$ cat config.mk
export PLATFORM = sky130hd
export DESIGN_NAME = seq_gen
export DESIGN_NICKNAME = d
export VERILOG_FILES = /design/src/rtl/seq_gen.sv
export SDC_FILE = /design/constraint.sdc
export NUM_CORES = 1
export LEC_CHECK = 0
export BUFFER_PORTS_ARGS = -buffer_cell sky130_fd_sc_hd__buf_4
export CORE_MARGIN = 2
export CORE_UTILIZATION = 40
export DETAILED_ROUTE_END_ITERATION = 12
export GPL_ROUTABILITY_DRIVEN = 0
export SLEW_MARGIN = 25
export SYNTH_ARGS = -nofsm -noshare
export SYNTH_HDL_FRONTEND = slang
export SYNTH_SLANG_ARGS = --single-unit
$ cat constraint.sdc
create_clock -name clk -period 1.65 [get_ports clk]
set_input_delay 0.33 -clock clk [delete_from_list [all_inputs] [get_ports clk]]
set_output_delay 0.33 -clock clk [all_outputs]
set_load 0.01 [all_outputs]
$ cat src/rtl/seq_gen.sv
// -----------------------------------------------------------------------------
// seq_gen -- serial pattern generator
//
// Purpose:
//   On start, captures a pattern, a length and a repeat count, then shifts
//   pattern[len]..pattern[0] out MSB first, reps+1 times. A one-cycle done
//   pulse follows the final bit, after which the block returns to IDLE.
//   All outputs are registered, so the first bit appears on dout the cycle
//   after start is sampled.
//
// Configuration:
//   SEQ_GEN_GAP_EN  when defined, one idle GAP cycle (busy=1, dout_valid=0)
//                   separates consecutive repetitions. When undefined, the
//                   GAP state does not exist and repetitions are contiguous.
//
// Ports:
//   clk         in   single clock, rising edge
//   rst_n       in   synchronous reset, active HIGH (1 = reset)
//   start       in   transmit request, sampled only in IDLE
//   pattern     in   [PAT_W-1:0] bits to send, captured on start
//   len         in   [$clog2(PAT_W)-1:0] number of bits minus one
//   reps        in   [REP_W-1:0] extra repetitions (frame sent reps+1 times)
//   dout        out  serial data, 0 whenever dout_valid is 0
//   dout_valid  out  dout carries a pattern bit
//   busy        out  1 in every state except IDLE
//   done        out  single-cycle pulse after the final bit
// -----------------------------------------------------------------------------
module seq_gen #(
  parameter int PAT_W = 8,
  parameter int REP_W = 4
) (
  input  logic                     clk,
  input  logic                     rst_n,
  input  logic                     start,
  input  logic [PAT_W-1:0]         pattern,
  input  logic [$clog2(PAT_W)-1:0] len,
  input  logic [REP_W-1:0]         reps,
  output logic                     dout,
  output logic                     dout_valid,
  output logic                     busy,
  output logic                     done
);

  localparam int LEN_W = $clog2(PAT_W);
  localparam logic [LEN_W-1:0] LEN_ONE = LEN_W'(1);
  localparam logic [REP_W-1:0] REP_ONE = REP_W'(1);

`ifdef SEQ_GEN_GAP_EN
  typedef enum logic [1:0] {IDLE, SHIFT, GAP, DONE} state_t;
`else
  typedef enum logic [1:0] {IDLE, SHIFT, DONE} state_t;
`endif

  state_t             state_q, state_d;
  logic [PAT_W-1:0]   pat_q, pat_d;
  logic [LEN_W-1:0]   len_q, len_d;
  logic [REP_W-1:0]   rep_q, rep_d;
  logic [LEN_W-1:0]   idx_q, idx_d;
  logic               dout_q, dout_d;
  logic               valid_q, valid_d;
  logic               busy_q, busy_d;
  logic               done_q, done_d;
  logic [LEN_W-1:0]   idx_dec;

  // State register. Reset wins over everything, including a start in the
  // same cycle and any frame in flight, so an aborted frame never pulses done.
  always_ff @(posedge clk) begin
    if (rst_n) begin
      state_q <= IDLE;
      pat_q   <= '0;
      len_q   <= '0;
      rep_q   <= '0;
      idx_q   <= '0;
      dout_q  <= 1'b0;
      valid_q <= 1'b0;
      busy_q  <= 1'b0;
      done_q  <= 1'b0;
    end else begin
      state_q <= state_d;
      pat_q   <= pat_d;
      len_q   <= len_d;
      rep_q   <= rep_d;
      idx_q   <= idx_d;
      dout_q  <= dout_d;
      valid_q <= valid_d;
      busy_q  <= busy_d;
      done_q  <= done_d;
    end
  end

  // Next-state and next-output logic. Outputs are computed for the state
  // being entered, so idx_q always names the bit currently on dout.
  always_comb begin
    state_d = state_q;
    pat_d   = pat_q;
    len_d   = len_q;
    rep_d   = rep_q;
    idx_d   = idx_q;
    dout_d  = 1'b0;
    valid_d = 1'b0;
    busy_d  = 1'b0;
    done_d  = 1'b0;
    idx_dec = idx_q - LEN_ONE;

    case (state_q)
      IDLE: begin
        if (start) begin
          pat_d   = pattern;
          len_d   = len;
          rep_d   = reps;
          idx_d   = len;
          state_d = SHIFT;
          dout_d  = pattern[len];
          valid_d = 1'b1;
          busy_d  = 1'b1;
        end
      end

      SHIFT: begin
        busy_d = 1'b1;
        if (idx_q != '0) begin
          idx_d   = idx_dec;
          dout_d  = pat_q[idx_dec];
          valid_d = 1'b1;
        end else if (rep_q != '0) begin
          // Repetition boundary: counting down the remaining repeats means
          // reps at its maximum never needs a wider counter.
          rep_d = rep_q - REP_ONE;
          idx_d = len_q;
`ifdef SEQ_GEN_GAP_EN
          state_d = GAP;
`else
          dout_d  = pat_q[len_q];
          valid_d = 1'b1;
`endif
        end else begin
          state_d = DONE;
          done_d  = 1'b1;
        end
      end

`ifdef SEQ_GEN_GAP_EN
      GAP: begin
        state_d = SHIFT;
        busy_d  = 1'b1;
        dout_d  = pat_q[len_q];
        valid_d = 1'b1;
      end
`endif

      DONE: begin
        state_d = IDLE;
      end

      default: begin
        state_d = IDLE;
      end
    endcase
  end

  assign dout       = dout_q;
  assign dout_valid = valid_q;
  assign busy       = busy_q;
  assign done       = done_q;

endmodule

# Yosys cells after proc, flatten, opt, wreduce, memory -nomap -nowiden
# Cells that the tools add are included.
op_classes:
  addsub: 2
  magnitude_cmp: 3
  eq_ne: 6
  muxes: 28
  bitwise: 1
  reduce_logical: 9
op_table:
  columns: ["cell", "count"]
  rows:
  - ["< comparator 3 x 4 -> 1 bit, second input constant", 3]
  - ["two-way mux 4 bit", 3]
  - ["two-way mux 1 bit", 10]
  - ["binary-select mux 1 bit (select 3 bit)", 3]
  - ["two-way mux 3 bit", 3]
  - ["!= test 2 bit, second input constant", 4]
  - ["case mux 4 bit (2 select lines)", 1]
  - ["two-way mux 2 bit", 3]
  - ["case mux 1 bit (2 select lines)", 3]
  - ["case mux 3 bit (2 select lines)", 1]
  - ["AND reduction 3 bit", 2]
  - ["case mux 2 bit (2 select lines)", 1]
  - ["AND reduction 4 bit", 1]
  - ["nonzero test 4 bit", 1]
  - ["subtractor 4 x 1 -> 4 bit, second input constant", 1]
  - ["!= test 3 bit, second input constant", 1]
  - ["nonzero test 3 bit", 1]
  - ["OR reduction 3 bit", 1]
  - ["subtractor 3 x 1 -> 3 bit, second input constant", 1]
  - ["== test 2 x 1 -> 1 bit, second input constant", 1]
  - ["logical NOT 2 bit", 1]
  - ["AND reduction 2 bit", 1]
  - ["nonzero test 2 bit", 1]
  - ["inverter 1 bit", 1]
totals:
  ff_bits: 24
  elab_cells: 58

# Longest topological paths before layout
logic_depth:
  depth_word: 5
  ltp_mapped: 6
  mapped_depth_nobuf: 6

# Worst setup path after synthesis
# Ideal clock, no wire load.
synth_timing:
  path_kind: "reg2reg"
  start: "register idx_q[0]"
  end: "register idx_q[1]"
  t_arrival_ps: 1585
  slack_ps: -69
  stages_incl_launch_ff: 7
  n_path_buf: 0
  period_less_slack_ps: 1719
  path_cell_list: "dfxtp_1 -> inv_1 -> ha_1 -> nor3b_2 -> a311o_2 -> a211oi_1 -> a211oi_1"
synth_via:
  elab_chain_cells: 3
synth_lines:
  columns: ["element", "line_no", "source"]
  rows:
  - ["start: declaration", "58", "logic [LEN_W-1:0] idx_q, idx_d;"]
  - ["start signal: assignment", "83", "idx_q <= idx_d;"]
  - ["subtractor 3 x 1 -> 3 bit or nonzero test 3 bit (tied branches)", "103, 121", null]
  - ["two-way mux 3 bit or != test 3 bit (tied branches)", null, null]
  - ["case mux 3 bit (2 select lines) or AND reduction 3 bit (tied branches)", null, null]
# Parallel ways exist; a longest one is shown, timed or not.
# A chain may end at the register's enable or synchronous reset.

# Worst setup path in the final report
layout_timing:
  start: "register rep_q[0]"
  end: "register idx_q[1]"
layout_via:
  elab_chain_cells: 3
layout_lines:
  columns: ["element", "line_no", "source"]
  rows:
  - ["start: declaration", "57", "logic [REP_W-1:0] rep_q, rep_d;"]
  - ["start signal: assignment", "82", "rep_q <= rep_d;"]
  - ["nonzero test 4 bit", "125", "end else if (rep_q != '0) begin"]
  - ["!= test 3 bit (no source line)", null, null]
  - ["AND reduction 3 bit (no source line)", null, null]
# No other way between the ends.

==> run summary <==
Status -> finished, final reports clean
Sw frac -> 0.348
VDD IR max -> 0.460 mV
Setup crit end kind -> flip-flop
Fin crit share -> 0.956
Drt total wl -> 2.92 mm
Worst setup SP type -> flip-flop
Setup CP Type -> flip-flop to flip-flop
Gate Count Post-Synth -> 147
Vias in the first global route -> 1,090
Relative slew slack -> 0.700
P&R area growth vs syn -> 22.2%
Reg-to-Reg End -> idx_q[1]$_SDFFE_PP0P_
Post-Synth XOR/XNOR Area -> 0
P_sw -> 0.000607 W
Most common cell in the netlist -> dfxtp_1
Clock Skew -> 0.00186 ns
Final core occ -> 0.526
Sequential area share after synthesis -> 0.360
Busiest grt layer -> met2
Port Buf Inserts -> 21
Finished Cell Area -> 1630 µm²
GR Util met2 -> 0.274
Maxcap violations -> 0
Post-DP Area -> 1580 µm²
Combinational family with the most area after synthesis -> compound AO/OA/AOI/OAI gates
Die area -> 3820 µm²
Adder-cell share of the synthesized area -> 0.0281
Simple-gate share of the synthesized area -> 0.216
Min Tclk post-route -> 1.58 ns
Rows -> 20
Pwr dens -> 1070 nW/µm²
Clock Power Share -> 0.144
Ports -> 22
CTS clk-pin slew, worst paths -> 0.13 ns
Synth Area per Inst -> 9.08 µm²
R2R setup slack -> 0.07 ns
Die H -> 61.8 µm
Cts hold-fix bufs -> 0
H-tree depth -> 1
Hpwl dp -> 2.25 mm
Initial Utilization -> 0.430
EDFF count, synth -> 0
WP data arrival -> 1.77 ns
Area contributors post-synth -> dfxtp_1 36%, mux4_2 6.7%, a21oi_1 6.0%, o21ai_0 4.5%, nand2_1 4.5%
Synth cell types -> 39
GRT Total Usage -> 0.178
Sink Count -> 24
Number of buffers created by CTS -> 3
Most common flop cell mapped by yosys -> dfxtp_1
Core Area -> 3100 µm²
Mux cell area share after synthesis -> 0.130
Setup crit end -> idx_q[1]$_SDFFE_PP0P_
Synth Area in Compound Gates -> 0.222
Number of antenna diodes -> 0
DR vias -> 1,176
DRT antenna net count -> 0
Hold Crit Class -> primary input to flip-flop
CP Max Fanout -> 6
Global routing usage on met3 -> 0.0248
RR Startpoint -> rep_q[0]$_SDFFE_PP0P_
R2r worst-path depth -> 6
Worst skew pair latency -> 0.30 ns
Critical path origin -> rep_q[0]$_SDFFE_PP0P_
Die width -> 61.8 µm
RSZ-0062 raised after global routing -> yes
Async S/R FF share, synth -> 0
Layout cell share with drive strength beyond 1 -> 0.326
Met1 GRT Util -> 0.260
Synthesized cell area -> 1340 µm²
Global-route wire length before repair -> 5.04 mm
Final net count -> 195
Clock Path Buffers -> 2
Clk root buf -> clkbuf_4
Largest net degree at the start of global routing -> 26
Maximum clock frequency -> 634 MHz
Initial drt markers -> 75
Net Count, Synth -> 168
Final Hold Viols -> 0
Post-Layout Cell Count -> 216
WL/cell -> 13.5 µm
Combinational power share -> 0.441
Antenna violations before repair -> 0
DP Cell Count -> 212
Post-synth top area share -> 0.360
Worst slew pin tran -> 0.450 ns
Pleak -> 0.643 nW
List of most frequent post-synthesis cells -> 24 x dfxtp_1, 16 x a21oi_1, 16 x nand2_1, 12 x o21ai_0, 11 x nor2_1
Yosys warnings -> 0
Remaining global-route overflow -> 0
Worst path required time -> 1.85 ns
Synth Register Bits -> 24
Fillers -> 297
Final hold slack -> 0.269 ns
# DRC -> 0
Pins Over Slew Limit -> 0
Synth area leader -> dfxtp_1
DRT Pass-1 Iters -> 4
Seq pwr share -> 0.415
Vias per Instance -> 5.44
CTS tree -> done
Internal -> 0.00114 W
Final setup violation count -> 0
## cell usage in the layout (no fill, tap or decap), types with 2 or more instances in the layout
master    count
nand3b_1      3
nor3b_1       2
a211oi_1      5
dfxtp_1      21
nor3_1        6
dfxtp_2       3
ha_1          2
nor2_1       10
nand2_1      16
mux4_2        5
o21ai_0      12
and2_1        2
nor3b_2       2
mux2i_1       2
a21oi_1      16
a21o_1        2
buf_4        32
inv_1         4
clkbuf_4      3
o21ai_1       2
## per-layer routing
metal / up-vias / routed length (µm) / share of wire
li1: 592 / - / -
met1: 557 / 1400 / 0.48
met2: 25 / 1390 / 0.48
met3: 2 / 115 / 0.039
met4: 0 / 15 / 0.0051
met5: - / 0 / 0
## registers in the layout, summed over array words and instances, names as in the netlist
signal      count
done            1
pat_q           8
len_q           3
state_q         2
dout_valid      1
busy            1
idx_q           3
dout            1
rep_q           4
## cell families (layout without fill, tap and decap cells)
kind of cell,Yosys count,after routing
AND/OR/NAND/NOR,52,52
AO/OA/AOI/OAI,45,45
buffers and inverters,14,39
adder cells (fa/ha/maj),3,3
multiplexers,9,9
flip-flops,24,24
## power by group through the flow
stage,Sequential (W),Combinational (W),Clock [W]
floorplan,0.000724,0.000523,0
global placement,0.000736,0.000719,0
detailed placement,0.000738,0.000730,0
CTS,0.000721,0.000743,0.000262
global route,0.000736,0.000859,0.000286
finish,0.000724,0.000768,0.000251
## metrics by stage
stage                     setup slack (ns)  TNS [ns]  power, W
after CTS                           0.0184         0   0.00173
after floorplan                     0.0444         0   0.00125
after global placement              0.0585         0   0.00145
after detailed placement          -0.00773  -0.00773   0.00147
after global routing              -0.00678  -0.00679   0.00188
final                               0.0718         0   0.00174
## worst max-delay path, cell delays in order, from the launching register on
cell and delay [ns]:
dfxtp_1 0.35, inv_1 0.04, ha_1 0.20, and2b_4 0.19
a311o_2 0.41, a211oi_2 0.20, a211oi_1 0.07
## timing repair
action | CTS | global route
buffers inserted | 1 | 0
pin swaps | 0 | 1
gates resized for setup | 0 | 7
endpoints found under the setup margin | 1 | 8
## worst min-delay path by stage
stage	cells after the start	slack (ns)	startpoint	end
2_1_floorplan	2	0.46	pat_q[6]$_SDFFE_PP0P_	pat_q[6]$_SDFFE_PP0P_
3_3_place_gp	2	0.48	pat_q[3]$_SDFFE_PP0P_	pat_q[3]$_SDFFE_PP0P_
3_5_place_dp	2	0.48	rep_q[2]$_SDFFE_PP0P_	rep_q[2]$_SDFFE_PP0P_
4_1_cts	3	0.26	pattern[3]	pat_q[3]$_SDFFE_PP0P_
5_1_grt	3	0.26	pattern[0]	pat_q[0]$_SDFFE_PP0P_
6_report	3	0.27	pattern[5]	pat_q[5]$_SDFFE_PP0P_
## final cells by class
type,instances,area [µm²],share of cell area
multi-input cells,109,815,0.499
flip-flops and latches,24,484,0.297
repair buffers,32,240,0.147
well taps,44,55.1,0.0337
clock buffers,3,22.5,0.0138
inverters,4,15.0,0.00920
(Power assumes the default switching activity.)
